===== config.mk =====
export PLATFORM = sky130hd
export DESIGN_NAME = ram8_arbiter
export DESIGN_NICKNAME = d
export VERILOG_FILES = /design/src/rtl/ram8_arbiter.sv
export SDC_FILE = /design/constraint.sdc
export NUM_CORES = 1
export LEC_CHECK = 0
export ABC_AREA = 1
export BUFFER_PORTS_ARGS = -buffer_cell sky130_fd_sc_hd__buf_2
export CORE_UTILIZATION = 54
export CTS_BUF_LIST = sky130_fd_sc_hd__clkbuf_2 sky130_fd_sc_hd__clkbuf_4 sky130_fd_sc_hd__clkbuf_8
export CTS_CLUSTER_DIAMETER = 60
export DETAILED_ROUTE_END_ITERATION = 6
export GPL_ROUTABILITY_DRIVEN = 0
export HOLD_SLACK_MARGIN = 0.08
export PLACE_DENSITY = 0.88
export SLEW_MARGIN = 10
export SYNTH_ARGS = -nofsm -noshare
export SYNTH_HDL_FRONTEND = slang
export SYNTH_SLANG_ARGS = --single-unit

===== constraint.sdc =====
create_clock -name clk -period 3.6 [get_ports clk]
set_input_delay 0.18 -clock clk [delete_from_list [all_inputs] [get_ports clk]]
set_output_delay 0.18 -clock clk [all_outputs]
set_load 0.01 [all_outputs]

===== src/rtl/ram8_arbiter.sv =====
// Two-port round-robin arbiter/sequencer for a single RAM8 (8 x 16-bit).
// IDLE -> ACCESS (one RAM cycle) -> RESP (done pulse) -> IDLE.
module ram8_arbiter (
    input  logic        clk,
    input  logic        reset,
    input  logic        req0,
    input  logic        req1,
    input  logic        we0,
    input  logic        we1,
    input  logic [2:0]  addr0,
    input  logic [2:0]  addr1,
    input  logic [15:0] wdata0,
    input  logic [15:0] wdata1,
    output logic        done0,
    output logic        done1,
    output logic [15:0] rdata0,
    output logic [15:0] rdata1,
    output logic        busy,
    output logic        ram_load,
    output logic [2:0]  ram_address,
    output logic [15:0] ram_in,
    input  logic [15:0] ram_out
);

    typedef enum logic [1:0] {
        IDLE,
        ACCESS,
        RESP
    } state_t;

    state_t      state, state_next;
    logic        last;
    logic        owner;
    logic        we_q;
    logic [2:0]  addr_q;
    logic [15:0] wdata_q;
    logic        grant;
    logic        grant_port;

    always_ff @(posedge clk or posedge reset) begin
        if (reset) begin
            state <= IDLE;
        end else begin
            state <= state_next;
        end
    end

    // All outputs decode from state and registers only; req inputs affect only next state.
    always_comb begin
        state_next = state;
        grant      = 1'b0;
        grant_port = 1'b0;
        done0      = 1'b0;
        done1      = 1'b0;
        busy       = 1'b0;
        ram_load   = 1'b0;
        case (state)
            IDLE: begin
                if (req0 || req1) begin
                    grant      = 1'b1;
                    grant_port = (req0 && req1) ? ~last : req1;
                    state_next = ACCESS;
                end
            end
            ACCESS: begin
                busy       = 1'b1;
                ram_load   = we_q;
                state_next = RESP;
            end
            RESP: begin
                busy       = 1'b1;
                done0      = ~owner;
                done1      = owner;
                state_next = IDLE;
            end
            default: state_next = IDLE;
        endcase
    end

    assign ram_address = addr_q;
    assign ram_in      = wdata_q;

    always_ff @(posedge clk or posedge reset) begin
        if (reset) begin
            last    <= 1'b1;
            owner   <= 1'b0;
            we_q    <= 1'b0;
            addr_q  <= '0;
            wdata_q <= '0;
            rdata0  <= '0;
            rdata1  <= '0;
        end else begin
            if (grant) begin
                owner   <= grant_port;
                last    <= grant_port;
                we_q    <= grant_port ? we1 : we0;
                addr_q  <= grant_port ? addr1 : addr0;
                wdata_q <= grant_port ? wdata1 : wdata0;
            end
            if (state == ACCESS) begin
                if (owner) begin
                    rdata1 <= we_q ? wdata_q : ram_out;
                end else begin
                    rdata0 <= we_q ? wdata_q : ram_out;
                end
            end
        end
    end

endmodule


==> results.yml <==
status:
  outcome: "completed"
timing:
  report.final.slew_viol_count: 0
  setup_viol_count_final: 0
  layout_setup_ws_ns: 1.51
  report.final.hold_viol_count: 0
  worst_pin_slew_ns: 0.925
  grt_setup_unrepaired: "false"
  maxClockFrequency_mhz: 479
  setup_tns_ns: 0
  slew_headroom_pct: 38.2
  min_period_over_period_pct: 58.1
  finalClockSkew_ns: 0.00818
  period_minus_slack_ns: 2.09
placed_design:
  detailedPlacementHpwl_mm: 5.07
  place.detailed.instances: 557
  dp_worst_setup_slack_ns: 1.50
  port_buffers: 114
pwr:
  combinationalPowerShare_pct: 46.2
  power_frac_clock_pct: 12.2
  switching_share_pct: 45.0
  power.density_cell_area_nw_per_um2: 824
  total_leakage_power_nw: 2.18
  p_int_w: 0.00158
  ir_drop_worst_vdd_mv: 0.373
  fin_total_pwr_w: 0.00288
  net-switching-power_w: 0.00130
  seq_power_share_pct: 41.6
setup_path:
  critical_path.max_fanout: 22
  worstPathRequired_ns: 3.79
  reg2reg_to: "ram_in[1]"
  reg2reg_depth: 7
  worst-path-buf-inv: 3
  worstSetupPathType: "register to register"
  crit_family: "simple AND/OR/NAND/NOR gates"
  reg2reg_from: "state[0]"
  critPathLaunchType: "register"
  timing.critical_path.depth: 7
  cp_slowest_stage_delay_ns: 0.63
  critical_path.endpoint_type: "register"
  crit_chain: "inv_1 -> ha_1 -> inv_1 -> nor2_2 -> inv_2 -> nand2_1 -> nand2_1"
  cp.arrival_ns: 2.28
  reg2reg_setup_slack_ns: 1.51
  slowest_stage: "nor2_2"
logic_synthesis:
  ys_types: 20
  mapped_nets: 456
  average_cell_area_after_synthesis_um2: 7.27
  yosysWarnings: 0
  postSynthRegisterBits: 56
  syn-instance-count: 392
  synth_top_cell_by_area: "dfrtp_1"
  synth-seq-area-share_pct: 49.2
  synth_largest_type_area_fraction_pct: 48.3
  synth_area_leaders: "dfrtp_1 48%, nand2_1 22%, inv_1 8.3%"
  netlist_area_um2: 2850
floorplan:
  die_x_um: 74.7
  coreArea_um2: 5110
  floorplan.die.height_um: 74.7
  io-pin-count: 115
  fp.dieArea_um2: 5570
  initial_utilization_pct: 55.8
  row_count: 26
routing:
  detailedRoute.firstIterationViolations: 169
  post_drt_wl_per_cell_um: 11.8
  vias: 2749
  drc: 0
  routed_wl_mm: 6.69
  vias_per_cell: 4.87
  drt_pass1_iterations: 5
  ant_nets: 0
global_routing:
  number_of_global_route_vias_before_repair: 2455
  grt_max_degree: 57
  number_of_antenna_violations_at_the_first_check_in_global_routing: 0
  overflow_left_after_global_routing: 0
  wire_length_of_the_first_global_routing_pass_mm: 10.8
  groute.usage.overall_pct: 25.1
clock_network:
  worst_setup_hold_path_clk_slew_ns: 0.10
  number_of_buffers_inserted_by_hold_repair_at_cts: 0
  cts_tree: "done"
  postCtsSetupRepairBufs: 0
  cts.htree.levels: 2
  cts-root-buf: "clkbuf_8"
  clock_latency_ns: 0.30
  cts_buffer_count: 5
  clk_path_buf_depth: 2
  cts.sinks: 56
  post_cts.resized_instances: 0
final_layout:
  instances_no_fill: 565
  layout-area-overhead-vs-synth_pct: 22.5
  post_route_cells_drive_above_1_share_pct: 26.7
  design.final.nets: 558
  filler_cell_count: 446
  layout_common_cells: "167 x nand2_1, 114 x buf_2, 62 x inv_1"
  antenna_cells: 0
  final_common_cell: "nand2_1"
job:
  maxCapViolations: 0
min_path:
  hp-class: "primary input to async pin"
==> worst max-delay path by stage <==
stage | startpoint | endpoint
floorplan | reset | owner
global placement | last | ram_in[6]
detailed placement | state[0] | ram_in[1]
CTS | state[0] | ram_in[1]
global route | state[0] | owner
finish | state[0] | ram_in[1]
==> registers in the layout, summed over array words and instances (netlist names) <==
signal	count
ram_in	16
we_q	1
rdata0	16
state	2
owner	1
rdata1	16
ram_address	3
last	1
==> Yosys cell counts (all sizes together) <==
library cell and instances:
clkbuf 2, ha 4, o21ai 33, a21oi 1, clkinv 1, buf 17
dfstp 1, nand2 168, inv 66, dfrtp 55, nor2 4, nand3 40
==> worst reg2reg max path, delay by kind of cell (launching register included) <==
family | cells | cell delay (ns)
buffers and inverters | 3 | 0.52
DFF | 1 | 0.41
adders and majority gates | 1 | 0.20
and+or+nand+nor | 3 | 0.85
==> power by group through the flow <==
stage	Sequential, W	Combinational [W]	Clock [W]
after floorplan	0.00125	0.000828	0
after CTS	0.00119	0.00134	0.000355
after global routing	0.00124	0.00153	0.000382
after detailed placement	0.00120	0.00133	0
after global placement	0.00120	0.00127	0
final	0.00120	0.00133	0.000352
==> area by class of cell <==
type                            instances  area [um2]  share of cell area (%)
Sequential cell                        56        1400                    40.2
Multi-Input combinational cell        250        1080                    30.9
Timing Repair Buffer                  114         571                    16.3
Inverter                               67         254                    7.27
Tap cell                               70        87.6                    2.51
Clock buffer                            6        82.6                    2.36
Clock inverter                          2        15.0                   0.430
==> per-stage QoR <==
stage,utilization (%),hold WS [ns],cell area [um2]
floorplan,-,0.349,2850
global placement,66.5,0.452,3390
detailed placement,66.5,0.459,3390
CTS,68.4,0.176,3490
global route,68.4,0.129,3490
finish,68.4,0.0426,3490
==> metal layers <==
metal / vias up / global-route usage (%) / routed length [um]
met5: - / 0 / 0
met3: 14 / 3.75 / 319
met1: 1258 / 32.5 / 2870
met2: 100 / 42.9 / 3380
li1: 1377 / - / -
met4: 0 / 9.43 / 122
==> kinds of logic after synthesis <==
logic type | after synthesis | share of synthesized area [%]
buffers and inverters | 86 | 12.9
AOI/OAI and AO/OA | 34 | 5.97
and+or+nand+nor | 212 | 30.2
DFF | 56 | 49.2
adders and majority gates | 4 | 1.76
No activity file was read; power rests on OpenSTA's default activity.
